## src/rtl/gfx_op_scheduler_pkg.sv

```systemverilog
// gfx_op_scheduler_pkg: shared FSM states, op encoding, screen limits and command record
package gfx_op_scheduler_pkg;
  typedef enum logic [2:0] {IDLE, CHECK, ISSUE, SETTLE, WAIT_DONE} state_t;
  localparam logic OP_FILL = 1'b0;
  localparam logic OP_BLIT = 1'b1;
  localparam logic [8:0] MAX_X = 9'd319;
  localparam logic [7:0] MAX_Y = 8'd239;
  typedef struct packed {
    logic       op;
    logic       fill_value;
    logic [8:0] x1;
    logic [7:0] y1;
    logic [8:0] x2;
    logic [7:0] y2;
    logic [8:0] width;
    logic [7:0] height;
  } cmd_t;
  localparam int CMD_W = $bits(cmd_t);
  function automatic logic cmd_invalid(input cmd_t c);
    return c.x1 > c.x2 || c.y1 > c.y2 || c.x2 > MAX_X || c.y2 > MAX_Y ||
           (c.op == OP_BLIT && (c.width == '0 || c.height == '0));
  endfunction
endpackage

```

## src/rtl/gfx_op_scheduler_if.sv

```systemverilog
// gfx_op_scheduler_if: command push bus (valid/ready + op, fill value, corners, blit extent)
interface gfx_op_scheduler_if;
  logic       cmd_valid;
  logic       cmd_ready;
  logic       cmd_op;
  logic       cmd_fill_value;
  logic [8:0] cmd_x1;
  logic [8:0] cmd_x2;
  logic [7:0] cmd_y1;
  logic [7:0] cmd_y2;
  logic [8:0] cmd_width;
  logic [7:0] cmd_height;
  modport master (output cmd_valid, cmd_op, cmd_fill_value, cmd_x1, cmd_x2, cmd_y1, cmd_y2, cmd_width, cmd_height, input cmd_ready);
  modport slave (input cmd_valid, cmd_op, cmd_fill_value, cmd_x1, cmd_x2, cmd_y1, cmd_y2, cmd_width, cmd_height, output cmd_ready);
endinterface

```

## src/rtl/gfx_cmd_fifo.sv

```systemverilog
// gfx_cmd_fifo: DEPTH x W command FIFO; ports clk/reset_n, push/pop, din/dout, level, full/empty
module gfx_cmd_fifo #(
  parameter int DEPTH = 4,
  parameter int W = 8,
  localparam int AW = $clog2(DEPTH)
) (
  input  logic          clk,
  input  logic          reset_n,
  input  logic          push,
  input  logic          pop,
  input  logic [W-1:0]  din,
  output logic [W-1:0]  dout,
  output logic [AW:0]   level,
  output logic          full,
  output logic          empty
);
  logic [W-1:0] mem_q [DEPTH];
  logic [AW-1:0] wr_q, rd_q;
  logic [AW:0] level_q;
  logic do_push, do_pop;
  assign full = level_q == (AW+1)'(DEPTH);
  assign empty = level_q == '0;
  assign do_push = push && !full;
  assign do_pop = pop && !empty;
  assign dout = mem_q[rd_q];
  assign level = level_q;
  always_ff @(posedge clk or negedge reset_n)
    if (!reset_n) begin
      wr_q <= '0;
      rd_q <= '0;
      level_q <= '0;
    end else begin
      wr_q <= wr_q + AW'(do_push);
      rd_q <= rd_q + AW'(do_pop);
      level_q <= level_q + (AW+1)'(do_push) - (AW+1)'(do_pop);
    end
  always_ff @(posedge clk)
    if (do_push) mem_q[wr_q] <= din;
endmodule

```

## src/rtl/gfx_op_scheduler.sv

```systemverilog
// gfx_op_scheduler: queues fill/blit commands, validates them and issues start pulses to the engine
module gfx_op_scheduler
  import gfx_op_scheduler_pkg::*;
#(
  parameter int DEPTH = 4
) (
  input  logic                    clk,
  input  logic                    reset_n,
  gfx_op_scheduler_if.slave       cmd,
  input  logic                    gc_busy,
  input  logic                    gc_error,
  input  logic                    clear_error,
  output logic [8:0]              X1,
  output logic [8:0]              X2,
  output logic [7:0]              Y1,
  output logic [7:0]              Y2,
  output logic                    fill_value,
  output logic [8:0]              blit_x_width,
  output logic [7:0]              blit_y_height,
  output logic                    start_fill,
  output logic                    start_blit,
  output logic                    error,
  output logic [$clog2(DEPTH):0]  level,
  output logic                    idle
);
  state_t state_q, state_d;
  cmd_t cmd_q, cmd_d, head, din;
  logic error_q, error_d, pop, full, empty;
  assign din = '{cmd.cmd_op, cmd.cmd_fill_value, cmd.cmd_x1, cmd.cmd_y1, cmd.cmd_x2, cmd.cmd_y2, cmd.cmd_width, cmd.cmd_height};
  assign cmd.cmd_ready = !full;
  assign pop = state_q == IDLE && !empty && !gc_busy;
  gfx_cmd_fifo #(.DEPTH(DEPTH), .W(CMD_W)) u_fifo (
    .clk(clk),
    .reset_n(reset_n),
    .push(cmd.cmd_valid),
    .pop(pop),
    .din(din),
    .dout(head),
    .level(level),
    .full(full),
    .empty(empty)
  );
  always_ff @(posedge clk or negedge reset_n)
    if (!reset_n) begin
      state_q <= IDLE;
      cmd_q <= '0;
      error_q <= 1'b0;
    end else begin
      state_q <= state_d;
      cmd_q <= cmd_d;
      error_q <= error_d;
    end
  always_comb begin
    state_d = state_q;
    case (state_q)
      IDLE:      state_d = pop ? CHECK : IDLE;
      CHECK:     state_d = cmd_invalid(cmd_q) ? IDLE : ISSUE;
      ISSUE:     state_d = SETTLE;
      SETTLE:    state_d = WAIT_DONE;
      WAIT_DONE: state_d = gc_busy ? WAIT_DONE : IDLE;
      default:   state_d = IDLE;
    endcase
  end
  always_comb begin
    cmd_d = pop ? head : cmd_q;
    error_d = gc_error || (state_q == CHECK && cmd_invalid(cmd_q)) || (error_q && !clear_error);
    start_fill = state_q == ISSUE && cmd_q.op == OP_FILL;
    start_blit = state_q == ISSUE && cmd_q.op == OP_BLIT;
    X1 = cmd_q.x1;
    X2 = cmd_q.x2;
    Y1 = cmd_q.y1;
    Y2 = cmd_q.y2;
    fill_value = cmd_q.fill_value;
    blit_x_width = cmd_q.width;
    blit_y_height = cmd_q.height;
    error = error_q;
    idle = empty && state_q == IDLE;
  end
endmodule

```

## src/flat_wrapper.sv

```systemverilog
// flat-port wrapper written by rule: the top's interface ports become plain ports
module gfx_op_scheduler_flat import gfx_op_scheduler_pkg::*;
#(
  parameter int DEPTH = 4
)
  (clk, reset_n, gc_busy, gc_error, clear_error, X1, X2, Y1, Y2, fill_value, blit_x_width, blit_y_height, start_fill, start_blit, error, level, idle, cmd_cmd_valid, cmd_cmd_op, cmd_cmd_fill_value, cmd_cmd_x1, cmd_cmd_x2, cmd_cmd_y1, cmd_cmd_y2, cmd_cmd_width, cmd_cmd_height, cmd_cmd_ready);
  gfx_op_scheduler_if cmd_i ();
  input  logic clk;
  input  logic reset_n;
  input  logic gc_busy;
  input  logic gc_error;
  input  logic clear_error;
  output logic [8:0] X1;
  output logic [8:0] X2;
  output logic [7:0] Y1;
  output logic [7:0] Y2;
  output logic fill_value;
  output logic [8:0] blit_x_width;
  output logic [7:0] blit_y_height;
  output logic start_fill;
  output logic start_blit;
  output logic error;
  output logic [$clog2(DEPTH):0] level;
  output logic idle;
  input wire logic [$bits(cmd_i.cmd_valid)-1:0] cmd_cmd_valid;
  input wire logic [$bits(cmd_i.cmd_op)-1:0] cmd_cmd_op;
  input wire logic [$bits(cmd_i.cmd_fill_value)-1:0] cmd_cmd_fill_value;
  input wire logic [$bits(cmd_i.cmd_x1)-1:0] cmd_cmd_x1;
  input wire logic [$bits(cmd_i.cmd_x2)-1:0] cmd_cmd_x2;
  input wire logic [$bits(cmd_i.cmd_y1)-1:0] cmd_cmd_y1;
  input wire logic [$bits(cmd_i.cmd_y2)-1:0] cmd_cmd_y2;
  input wire logic [$bits(cmd_i.cmd_width)-1:0] cmd_cmd_width;
  input wire logic [$bits(cmd_i.cmd_height)-1:0] cmd_cmd_height;
  output wire logic [$bits(cmd_i.cmd_ready)-1:0] cmd_cmd_ready;
  assign cmd_i.cmd_valid = cmd_cmd_valid;
  assign cmd_i.cmd_op = cmd_cmd_op;
  assign cmd_i.cmd_fill_value = cmd_cmd_fill_value;
  assign cmd_i.cmd_x1 = cmd_cmd_x1;
  assign cmd_i.cmd_x2 = cmd_cmd_x2;
  assign cmd_i.cmd_y1 = cmd_cmd_y1;
  assign cmd_i.cmd_y2 = cmd_cmd_y2;
  assign cmd_i.cmd_width = cmd_cmd_width;
  assign cmd_i.cmd_height = cmd_cmd_height;
  assign cmd_cmd_ready = cmd_i.cmd_ready;
  gfx_op_scheduler #(.DEPTH(DEPTH)) u_core (.clk(clk), .reset_n(reset_n), .cmd(cmd_i), .gc_busy(gc_busy), .gc_error(gc_error), .clear_error(clear_error), .X1(X1), .X2(X2), .Y1(Y1), .Y2(Y2), .fill_value(fill_value), .blit_x_width(blit_x_width), .blit_y_height(blit_y_height), .start_fill(start_fill), .start_blit(start_blit), .error(error), .level(level), .idle(idle));
endmodule
```

## config.mk

```make
export PLATFORM = sky130hd
export DESIGN_NAME = gfx_op_scheduler_flat
export DESIGN_NICKNAME = d
export VERILOG_FILES = /design/src/rtl/gfx_op_scheduler_pkg.sv /design/src/rtl/gfx_op_scheduler_if.sv /design/src/rtl/gfx_cmd_fifo.sv /design/src/rtl/gfx_op_scheduler.sv /design/src/flat_wrapper.sv
export SDC_FILE = /design/constraint.sdc
export NUM_CORES = 1
export LEC_CHECK = 0
export CORE_MARGIN = 2
export CORE_UTILIZATION = 51
export CTS_CLUSTER_DIAMETER = 60
export DETAILED_ROUTE_END_ITERATION = 8
export HOLD_SLACK_MARGIN = 0.05
export PLACE_DENSITY = 0.76
export SYNTH_ARGS = -nofsm -noshare
export SYNTH_HDL_FRONTEND = slang
export SYNTH_SLANG_ARGS = --single-unit
```

## constraint.sdc

```tcl
create_clock -name clk -period 5.1 [get_ports clk]
set_clock_uncertainty 0.05 [all_clocks]
set_input_delay 0.765 -clock clk [delete_from_list [all_inputs] [get_ports clk]]
set_output_delay 0.765 -clock clk [all_outputs]
set_load 0.03 [all_outputs]
```

==> results.sh <==
export IMPL_synth_edf_count=212
export IMPL_cp_max_fo=5
export IMPL_grt_max_degree=65
export IMPL_use_met2_pct=33.4
export IMPL_ys_seq_area_share_pct=72.7
export IMPL_syn_to_final_growth_pct=19.2
export IMPL_clkLatencyLatePin_ps=530
export IMPL_htreeDepth=1
export IMPL_ff2ff_setup_slack_ps=2560
export IMPL_worstSetupStartpointType="flip-flop"
export IMPL_end_kind="output port"
export IMPL_netlist_area_um2=11000
export IMPL_yosys_warnings=0
export IMPL_power_density_nw_per_um2=643
export IMPL_busiest_layer="met2"
export IMPL_die_width_um=151
export IMPL_gp_congestion=0.764
export IMPL_synth_area_leader_cell="edfxtp_1"
export IMPL_path_cells="nor3_1, and2_1, clkdlybuf4s50_1"
export IMPL_stdcell_area_um2=13100
export IMPL_grt_usage_pct=19.0
export IMPL_hold_buffers=0
export IMPL_rsz0062_at_grt="no"
export IMPL_std_cell_rows=53
export IMPL_antenna_found_initial=0
export IMPL_finalSetupViolations=0
export IMPL_core_area_um2=21000
export IMPL_clk_path_buf_depth=3
export IMPL_antenna_cells=0
export IMPL_hpwl_mm=12.9
export IMPL_rr_worst_depth=6
export IMPL_die_area_um2=22700
export IMPL_port_buffer_count=118
export IMPL_final_nets=724
export IMPL_fin_crit_ps=2990
export IMPL_postCtsSetupBuffers=0
export IMPL_post_cts_resized=0
export IMPL_vias_per_cell=5.50
export IMPL_p_leak_nw=4.64
export IMPL_routed_wl_mm=20.6
export IMPL_fin_setup_tns_ps=0
export IMPL_avgSynthCellArea_um2=19.7
export IMPL_drc=0
export IMPL_status="finished clean"
export IMPL_multiInputGateArea_um2=2490
export IMPL_async_flop_share_pct=23.2
export IMPL_grtUsageMet1_pct=25.0
export IMPL_synthTopCellsByArea="edfxtp_1, dfrtp_1, mux4_2"
export IMPL_syn_inst=556
export IMPL_slew_headroom_pct=27.6
export IMPL_finalCritPeriodShare_pct=58.6
export IMPL_maxSlewViolCount=0
export IMPL_worst_slew_pin_slew_ps=1080
export IMPL_vias=5160
export IMPL_placed_area_um2=12200
export IMPL_ir_drop_v=0.000279
export IMPL_firstDrtPassIters=4
export IMPL_drv_cap=0
export IMPL_synth_seq_cells=276
export IMPL_cts_tree="done"
export IMPL_grt_pass1_vias=5606
export IMPL_antenna_left=0
export IMPL_ios=119
export IMPL_path_clk_slew_ps=60
export IMPL_grtUsageMet3_pct=2.88
export IMPL_grt_pass1_wl_mm=32.0
export IMPL_crit_reg2reg_capture="u_core.u_fifo.mem_q[3][37]"
export IMPL_path_class="reg2out"
export IMPL_cp_data_arrival_time_ps=2170
export IMPL_r2r_start="u_core.u_fifo.level[1]"
export IMPL_clock_sinks=276
export IMPL_synth_cell_types=35
export IMPL_fillers=1429
export IMPL_worst_path_max_delay_cell="clkdlybuf4s50_1"
export IMPL_die_h_um=151
export IMPL_dr_first_iter_drc_count=293
export IMPL_ff_latch_area_um2=7970
export IMPL_min_path_type="in2async"
export IMPL_wl_per_cell_um=21.9
export IMPL_crit_required_ps=4280
export IMPL_crit_end="idle"
export IMPL_yosysTopAreaCellShare_pct=58.1
export IMPL_grt_ovfl_total=0
export IMPL_drive_above_1_share_pct=24.3
export IMPL_initial_utilization_pct=52.1
export IMPL_startpoint="u_core.state_q[2]"
export IMPL_syn_nets=637
export IMPL_cts_root_buf="clkbuf_16"
export IMPL_ys_flop_type="edfxtp_1"
export IMPL_cts_buffers=27
export IMPL_clock_fmax_mhz=335
export IMPL_hold_violations=0
export IMPL_slowest_delay_ps=700
-- layer usage --
layer | part of all wire (%) | wire length (µm)
met5 | 0 | 0
met4 | 1.8 | 373
met3 | 5.2 | 1060
met2 | 53 | 11000
met1 | 40 | 8190
-- synth_stat cells (3+ instances only) --
cell	number
mux2_2	53
nand3b_1	3
nor4_1	3
a21o_1	3
nor2_1	7
buf_2	5
nor3_1	4
nand2_1	7
clkbuf_1	11
buf_4	51
ha_1	21
inv_1	22
nand4_1	6
dfrtp_1	64
edfxtp_1	212
a21oi_1	5
mux4_2	53
o21ai_0	3
-- power breakdown --
part	internal (mW)	switching (mW)	total (mW)
logic	1.40	1.38	2.78
registers	3.07	0.517	3.59
clock network	1.24	0.790	2.03
-- worst min path at each step --
stage	start	end	slack, ps	cells past startpoint
floorplan	reset_n	u_core.X1[0]	420	0
global placement	u_core.fill_value	u_core.fill_value	450	1
detailed placement	u_core.fill_value	u_core.fill_value	460	1
CTS	reset_n	u_core.blit_y_height[0]	430	2
global route	reset_n	u_core.blit_y_height[1]	490	2
finish	reset_n	u_core.fill_value	400	2
-- area by class of cell --
type,instances,area share [%]
Timing Repair Buffer,126,9.66
Multi-Input combinational cell,190,19.1
Inverter,22,0.632
Sequential cell,276,61.0
Clock buffer,33,5.42
Clock inverter,16,1.55
Tap cell,275,2.63
-- critical path, delay by kind of cell, from the launching register on --
kind	cells	cell delay, ps
buffers and inverters	1	700
flip-flops	1	440
AND/OR/NAND/NOR	2	510
-- registers in the layout (all words and copies together), names as in the netlist, 2 cells and up --
| name | flops |
|---|---|
| u_core.u_fifo.mem_q | 212 |
| u_core.X1 | 9 |
| u_core.X2 | 9 |
| u_core.blit_x_width | 9 |
| u_core.Y1 | 8 |
| u_core.Y2 | 8 |
| u_core.blit_y_height | 8 |
| u_core.state_q | 3 |
| u_core.u_fifo.level | 3 |
| u_core.u_fifo.rd_q | 2 |
| u_core.u_fifo.wr_q | 2 |
-- cells by family (layout without fill, tap and decap cells) --
group,count (synthesis),count (layout),synth area share [%]
DFF,276,276,72.7
muxes,106,106,16.3
buffers and inverters,90,197,4.89
and+or+nand+nor,40,40,2.01
adders and majority gates,22,22,2.58
AOI/OAI and AO/OA,18,18,1.13
xor gates and xnor gates,4,4,0.320
-- layout by cell type, fill, tap and decap left out, types with 7 or more instances in the layout --
| cell type | netlist | final |
|---|---|---|
| edfxtp_1 | 212 | 212 |
| clkdlybuf4s50_1 | 0 | 117 |
| dfrtp_1 | 64 | 62 |
| mux4_2 | 53 | 53 |
| mux2_2 | 53 | 53 |
| clkbuf_16 | 0 | 27 |
| inv_1 | 22 | 22 |
| ha_1 | 21 | 21 |
| nor2_1 | 7 | 7 |
-- per-stage QoR --
step / setup slack (ps) / total power, mW / std cells / utilization [%] / hold slack (ps)
final: 2110 / 8.40 / 938 / 62.1 / 404
after global routing: 2040 / 8.83 / 938 / 62.1 / 486
after CTS: 2100 / 8.50 / 938 / 62.1 / 428
after detailed placement: 1910 / 6.45 / 889 / 57.8 / 461
after global placement: 1970 / 6.34 / 889 / 57.8 / 449
after floorplan: 1330 / 5.65 / 556 / - / 419
No activity file was read; power rests on OpenSTA's default activity.
